[config.mk]
export PLATFORM = sky130hd
export DESIGN_NAME = timer_scheduler
export DESIGN_NICKNAME = d
export VERILOG_FILES = /design/src/rtl/timer_scheduler.sv
export SDC_FILE = /design/constraint.sdc
export NUM_CORES = 1
export LEC_CHECK = 0
export ABC_CLOCK_PERIOD_IN_PS = 2600
export CORE_UTILIZATION = 40
export DETAILED_ROUTE_END_ITERATION = 16
export GPL_TIMING_DRIVEN = 1
export PLACE_DENSITY = 0.84
export SYNTH_ARGS = -nofsm -noshare
export SYNTH_HDL_FRONTEND = slang
export SYNTH_SLANG_ARGS = --single-unit
export TNS_END_PERCENT = 20
[constraint.sdc]
create_clock -name clk -period 2.6 [get_ports clk]
set_input_delay 0.52 -clock clk [delete_from_list [all_inputs] [get_ports clk]]
set_output_delay 0.52 -clock clk [all_outputs]
set_load 0.02 [all_outputs]
[src/rtl/timer_scheduler.sv]
// Shared one-shot timer: round-robin arbitration of NUM_REQ requesters onto one
// prescaled down-counter, with single-cycle grant and completion pulses.
module timer_scheduler #(
    parameter int NUM_REQ = 4,
    parameter int CNT_W   = 16,
    parameter int PRESC_W = 8
) (
    input  logic                       clk,
    input  logic                       rst,
    input  logic [NUM_REQ-1:0]         req_i,
    input  logic [NUM_REQ*CNT_W-1:0]   load_i,
    input  logic [PRESC_W-1:0]         presc_i,
    output logic [NUM_REQ-1:0]         gnt_o,
    output logic [NUM_REQ-1:0]         done_o,
    output logic                       busy_o,
    output logic [$clog2(NUM_REQ)-1:0] owner_o,
    output logic [CNT_W-1:0]           cnt_o,
    output logic [1:0]                 state_o
);
    localparam int IDX_W = $clog2(NUM_REQ);

    typedef enum logic [1:0] {
        S_IDLE = 2'd0,
        S_RUN  = 2'd1,
        S_DONE = 2'd2
    } state_e;

    state_e               state_q, state_d;
    logic [IDX_W-1:0]     owner_q, owner_d;
    logic [IDX_W-1:0]     ptr_q, ptr_d;
    logic [CNT_W-1:0]     cnt_q, cnt_d;
    logic [PRESC_W-1:0]   presc_lat_q, presc_lat_d;
    logic [PRESC_W-1:0]   presc_cnt_q, presc_cnt_d;
    logic [NUM_REQ-1:0]   armed_q, armed_d;
    logic [NUM_REQ-1:0]   gnt_q, gnt_d;
    logic [NUM_REQ-1:0]   done_q, done_d;

    logic [NUM_REQ-1:0]   eligible;
    logic                 found;
    logic [IDX_W-1:0]     win;

    function automatic logic [IDX_W-1:0] wrap_inc(input logic [IDX_W-1:0] idx);
        return (int'(idx) == NUM_REQ - 1) ? '0 : idx + 1'b1;
    endfunction

    assign eligible = req_i & armed_q;

    // First eligible requester at or after ptr, wrapping modulo NUM_REQ.
    always_comb begin
        found = 1'b0;
        win   = '0;
        for (int i = 0; i < NUM_REQ; i++) begin
            if (!found && eligible[(int'(ptr_q) + i) % NUM_REQ]) begin
                found = 1'b1;
                win   = IDX_W'((int'(ptr_q) + i) % NUM_REQ);
            end
        end
    end

    always_comb begin
        state_d     = state_q;
        owner_d     = owner_q;
        ptr_d       = ptr_q;
        cnt_d       = cnt_q;
        presc_lat_d = presc_lat_q;
        presc_cnt_d = presc_cnt_q;
        gnt_d       = '0;
        done_d      = '0;
        // A requester re-arms whenever it is seen low; completion or abort clears it.
        armed_d     = armed_q | ~req_i;

        case (state_q)
            S_IDLE: begin
                if (found) begin
                    owner_d     = win;
                    cnt_d       = load_i[int'(win)*CNT_W +: CNT_W];
                    presc_lat_d = presc_i;
                    presc_cnt_d = '0;
                    gnt_d[win]  = 1'b1;
                    state_d     = S_RUN;
                end
            end
            S_RUN: begin
                if (!req_i[owner_q]) begin
                    armed_d[owner_q] = 1'b0;
                    ptr_d            = wrap_inc(owner_q);
                    state_d          = S_IDLE;
                end else if (cnt_q == '0) begin
                    done_d[owner_q]  = 1'b1;
                    armed_d[owner_q] = 1'b0;
                    state_d          = S_DONE;
                end else if (presc_cnt_q == presc_lat_q) begin
                    presc_cnt_d = '0;
                    cnt_d       = cnt_q - 1'b1;
                end else begin
                    presc_cnt_d = presc_cnt_q + 1'b1;
                end
            end
            S_DONE: begin
                ptr_d   = wrap_inc(owner_q);
                state_d = S_IDLE;
            end
            default: state_d = S_IDLE;
        endcase
    end

    always_ff @(posedge clk) begin
        if (rst) begin
            state_q     <= S_IDLE;
            owner_q     <= '0;
            ptr_q       <= '0;
            cnt_q       <= '0;
            presc_lat_q <= '0;
            presc_cnt_q <= '0;
            armed_q     <= '1;
            gnt_q       <= '0;
            done_q      <= '0;
        end else begin
            state_q     <= state_d;
            owner_q     <= owner_d;
            ptr_q       <= ptr_d;
            cnt_q       <= cnt_d;
            presc_lat_q <= presc_lat_d;
            presc_cnt_q <= presc_cnt_d;
            armed_q     <= armed_d;
            gnt_q       <= gnt_d;
            done_q      <= done_d;
        end
    end

    assign gnt_o   = gnt_q;
    assign done_o  = done_q;
    assign busy_o  = (state_q != S_IDLE);
    assign owner_o = owner_q;
    assign cnt_o   = cnt_q;
    assign state_o = state_q;
endmodule

Yosys cells after proc, flatten, opt, wreduce, memory -nomap -nowiden:

Index checks and enable logic that the tools add are counted.

* input bits: 78
* register bits after elaboration: 50
* output and inout bits: 29
* word-level logic and storage cells: 115

* add/sub/neg operators: 6
* $lt $le $gt $ge: 8
* bitwise operators: 13
* shift operators: 1
* reduce and logical (&&, ||, !) cells: 23
* multiplexer cells: 45
* equality and inequality tests: 10

Operator list (number)
* 16-bit 2-to-1 mux: 4
* 64-bit by 7-bit variable part select with 16-bit output: 1
* 8-bit 2-to-1 mux: 4
* 16-bit one-hot mux with 2 select lines: 1
* 2-bit 2-to-1 mux: 9
* 16-bit zero test: 1
* 8-bit one-hot mux with 2 select lines: 1
* 16-bit by 1-bit subtractor with 16-bit output, second input constant: 1
* 1-bit 2-to-1 mux: 14
* 3-bit by 4-bit less-than comparator with 1-bit output, second input constant: 3
* 4-bit 2-to-1 mux: 3
* 1-bit binary-select mux with 2-bit select: 5
* 2-bit != test, second input constant: 5
* 2-bit by 3-bit less-than comparator with 1-bit output, second input constant: 3
* 8-bit by 1-bit adder with 8-bit output, second input constant: 1
* 4-bit AND: 2
* 8-bit == test: 1
* 4-bit NOT: 2
* 2-bit one-hot mux with 2 select lines: 2
* 2-bit AND reduction: 3
* 2-bit nonzero test: 3
* 2-bit OR reduction: 3
* 1-bit logical AND: 5
* 1-bit NOT: 5
* 15 further kinds: 24

Longest topological paths before layout:

* depth in word-level cells: 18
* mapped depth: 10
* depth with buffers taken out: 9

Worst setup path before layout:

No wires, ideal clock.

* path type: flip-flop to flip-flop
* from: register owner_q[1] (netlist: owner_o[1])
* to: register cnt_q[13] (netlist: cnt_o[13])
* period minus slack after synthesis: 2.124 ns
* setup time: 0.120 ns
* setup slack: 0.476 ns
* required time: 2.480 ns
* stages on the path, launching flop included: 8
* arrival time: 2.005 ns
* path buffers: 0
* path through: dfxtp_1 -> mux4_2 -> and2_4 -> a21oi_4 -> a21oi_2 -> nand2_4 -> nor2_2 -> a211o_1

* longest elaborated chain between the ends: 4

Ends and longest elaborated chain
* from (decl): RTL line 29 `logic [IDX_W-1:0] owner_q, owner_d;`
* from (signal assigned): RTL line 120 `owner_q <= owner_d;`
* 1-bit binary-select mux with 2-bit select: RTL line 84 `if (!req_i[owner_q]) begin`
* 1-bit 2-to-1 mux (not written as such): RTL line 84
* 2-bit != test (no line)
* 5-bit AND reduction (no line)
* to (signal assigned): RTL line 122 `cnt_q <= cnt_d;`
* to (decl): RTL line 31 `logic [CNT_W-1:0] cnt_q, cnt_d;`

Every way passes these cells. The select of a mux whose other input is x is not followed.
A chain may end at the register's enable or synchronous reset.

Worst setup path in the final report:

* from: input port req_i[3]
* to: register cnt_q[14] (netlist: cnt_o[14])

* longest elaborated chain between the ends: 16
* elaborated cells on any way between the ends: 34
* classes of those cells: 2 x eq/ne; 1 x shift; 23 x mux; 1 x bitwise; 7 x reduce/logical

Ends and longest elaborated chain
* from (decl): RTL line 10 `input logic [NUM_REQ-1:0] req_i,`
* 4-bit AND: RTL line 46 `assign eligible = req_i & armed_q;`
* 1-bit binary-select mux with 2-bit select: RTL line 53 `if (!found && eligible[(int'(ptr_q) + i) % NUM_REQ]) begin`
* 1-bit 2-to-1 mux (not written as such): RTL line 53
* 1-bit 2-to-1 mux: RTL line 53
* 1-bit zero test: RTL line 53
* 1-bit logical AND: RTL line 53
* 1-bit 2-to-1 mux: RTL line 53
* 1-bit zero test: RTL line 53
* 1-bit logical AND: RTL line 53
* 1-bit 2-to-1 mux: RTL line 53
* 1-bit zero test: RTL line 53
* 1-bit logical AND: RTL line 53
* 2-bit 2-to-1 mux: RTL line 53
* 64-bit by 7-bit variable part select with 16-bit output: RTL line 76 `cnt_d = load_i[int'(win)*CNT_W +: CNT_W];`
* 16-bit 2-to-1 mux: RTL line 74 `if (found) begin`
* 16-bit one-hot mux with 2 select lines: RTL line 72 `case (state_q)`

Several ways; a longest one is shown, not always the timed one. The select of a mux whose other input is x is not followed.

==> impl_results.md <==
* DP Worst Slack at -0.125 ns
* Multi-input combinational cell area at 1880 um^2
* Setup CP Type: in2reg
* Synthesized area at 3020 um^2
* Gr ovfl total at 0
* Synth area leader: dfxtp_1
* GRT Total Usage at 24.5%
* Async set or reset register ratio after synthesis at 0%
* Wire per inst at 15.9 um
* Worst hold path type: reg2reg
* Clk_lat worst skew at 0.31 ns
* Slew @ Worst Pin at 0.571 ns
* Sequential share of power at 35.2%
* Total die area at 7890 um^2
* DRT Pass-1 Iters at 5
* Net Sw Frac at 38.9%
* CTS H-Tree Depth at 2
* Antenna cells at 0
* Worst Setup End Kind: flop
* Int Power at 1740 uW
* Num CTS Buffers at 5
* CTS Root Cell: clkbuf_8
* Peak supply drop at 0.310 mV
* Slew Limit Headroom at 61.9%
* Most frequent cells in the layout: clkdlybuf4s50_1, nand2_1, dfxtp_1
* DRT antenna net count at 0
* Status: complete, no violations
* Yosys reg bits at 50
* DRC at 0
* Pwr/cell area at 638 nW/um^2
* Largest net degree at the start of global routing at 16
* Num ports at 107
* Top-area cell type share of the netlist area at 33.2%
* CTS tree: yes
* # setup viols final at 0
* Initial antenna violation count at 0
* Die Ht at 88.8 um
* Final min period at 2.41 ns
* Layout Nets at 583
* WL final at 9500 um
* Post-synthesis cell count at 368
* Number of flops mapped to enable cells by yosys at 0
* TNS Setup at 0 ns
* RSZ-0062 raised after global routing: no
* Maxcap violations at 0
* Placed instance area at 4370 um^2
* Switching pwr at 1110 uW
* Worst Clk Skew at 0.0132 ns
* 1st-iter DRT viols at 153
* Critical Path Fanout Max at 15
* Synth Warn # at 0
* Share of post-route cells with drive strength above 1 at 12.0%
* Initial Util at 41.6%
* Tot Pwr at 2850 uW
* Clock group share of total power at 16.8%
* Vias in the first global route at 3278
* Library cells used by synthesis at 58
* Post-CTS Setup Inserts at 0
* Fill count at 649
* Crit path arrival time at 2.59 ns
* Placed cells at 590
* Post-route non-filler standard cell count at 598
* Comb pwr share at 48.1%
* Commonest non-fill, non-tap cell in the layout: clkdlybuf4s50_1
* Fmax at 415 MHz
* Hpwl dp at 7560 um
* Via count at 3263
* Area of the core at 7250 um^2
* First-pass GRT wire length at 14900 um
* Post-route cell area at 4470 um^2
* Worst Path Required at 2.79 ns
* Clock tree buffer depth at 2
* Startpoint Class: input pin
* Top post-synthesis cells by area: dfxtp_1, mux2i_1, nand2_1
* Final hold vios at 0
* Fin. max-slew vios at 0
* Post-synth top flop: dfxtp_1
* Clock transition at path regs at 0.09 ns
* Vias per inst at 5.46
* Sequential fraction of the synthesis area at 33.2%
* Register area at 1000 um^2
* Syn Area/Cell at 8.20 um^2
* Pleak at 0.00178 uW
* Post-route setup slack at 0.191 ns
* Row cnt at 31
* P&R area growth vs syn at 48.2%
* GPL Wtd Cong at 0.916
* Period utilization at 92.7%
* Die width at 88.8 um
* Syn_nets at 453
* Port bufs at 106
* Clk sinks at 50
synthesized netlist by cell type, types with 5 or more instances:
cell type   n
a21oi_1    26
and2_1      5
clkbuf_1   10
dfxtp_1    50
ha_1        7
inv_1      15
mux2_2      6
mux2i_1    29
nand2_1    50
nand3_1    13
nand4_1     7
nor2_1     29
nor3_1      5
nor4_1      8
o21ai_0    21
o22ai_1     7
o32ai_1     5
xor2_1     12
sequential cells by signal, summed over array words and instances, names as in the netlist:
signal	cells
armed_q	4
cnt_o	16
done_o	4
gnt_o	4
owner_o	2
presc_cnt_q	8
presc_lat_q	8
ptr_q	2
state_o	2
through the flow:
stage	utilization, %	hold WS [ns]
after global placement	60.3	0.458
after detailed placement	60.3	0.462
final	61.7	0.474
after CTS	61.5	0.475
after global routing	61.7	0.496
after floorplan	-	0.448
worst paths after layout:
kind              slack, ns  cells after the start           start              to
setup / recovery       0.19                      9        req_i[3]       cnt_o[14]
hold / removal         0.47                      2  presc_lat_q[1]  presc_lat_q[1]
setup reg to reg       0.31                      7  presc_cnt_q[6]       cnt_o[10]
hold reg to reg        0.47                      2  presc_lat_q[1]  presc_lat_q[1]
layer usage:
| metal | up-vias | wire length [um] | track usage (%) |
|---|---|---|---|
| met5 | - | 0 | 0 |
| met3 | 22 | 831 | 5.88 |
| li1 | 1587 | - | - |
| met1 | 1492 | 3900 | 28.2 |
| met2 | 162 | 4540 | 42.9 |
| met4 | 0 | 225 | 11.1 |
critical path: stages:
cell and delay [ns]:
clkdlybuf4s50_1 0.54, and2_1 0.17, o22ai_1 0.13, o32ai_4 0.32, buf_4 0.31, mux2i_1 0.21
nor2_1 0.05, a221oi_1 0.21, o32ai_1 0.13
area by class of cell:
| type | count | share of cell area (%) |
|---|---|---|
| Clock buffer | 7 | 1.93 |
| Clock inverter | 1 | 0.112 |
| Inverter | 15 | 1.26 |
| Multi-Input combinational cell | 287 | 42.0 |
| Sequential cell | 50 | 22.4 |
| Tap cell | 99 | 2.77 |
| Timing Repair Buffer | 139 | 29.5 |
power groups by stage:
| stage | sequential [uW] | clock [uW] | combinational [uW] |
|---|---|---|---|
| 6_report | 1000 | 479 | 1370 |
| 5_1_grt | 1020 | 514 | 1490 |
| 4_1_cts | 997 | 485 | 1360 |
| 3_5_place_dp | 1020 | 0 | 1350 |
| 3_3_place_gp | 1010 | 0 | 1330 |
| 2_1_floorplan | 1060 | 0 | 714 |
what timing repair did:
action                                  CTS  global route
endpoints found under the hold margin     0             0
endpoints found under the setup margin    0             2
hold buffers                              0             0
resized for setup                         0             1
kinds of logic (layout without fill, tap and decap cells):
family	Yosys count	in the layout	share of synthesized area [%]
simple gates	138	138	22.1
fa+ha+maj	7	7	2.90
mux	37	37	13.0
xor+xnor	16	16	4.65
buf+inv	31	162	4.81
compound gates	89	89	19.4
flops	50	50	33.2
No activity file was read; power rests on OpenSTA's default activity.
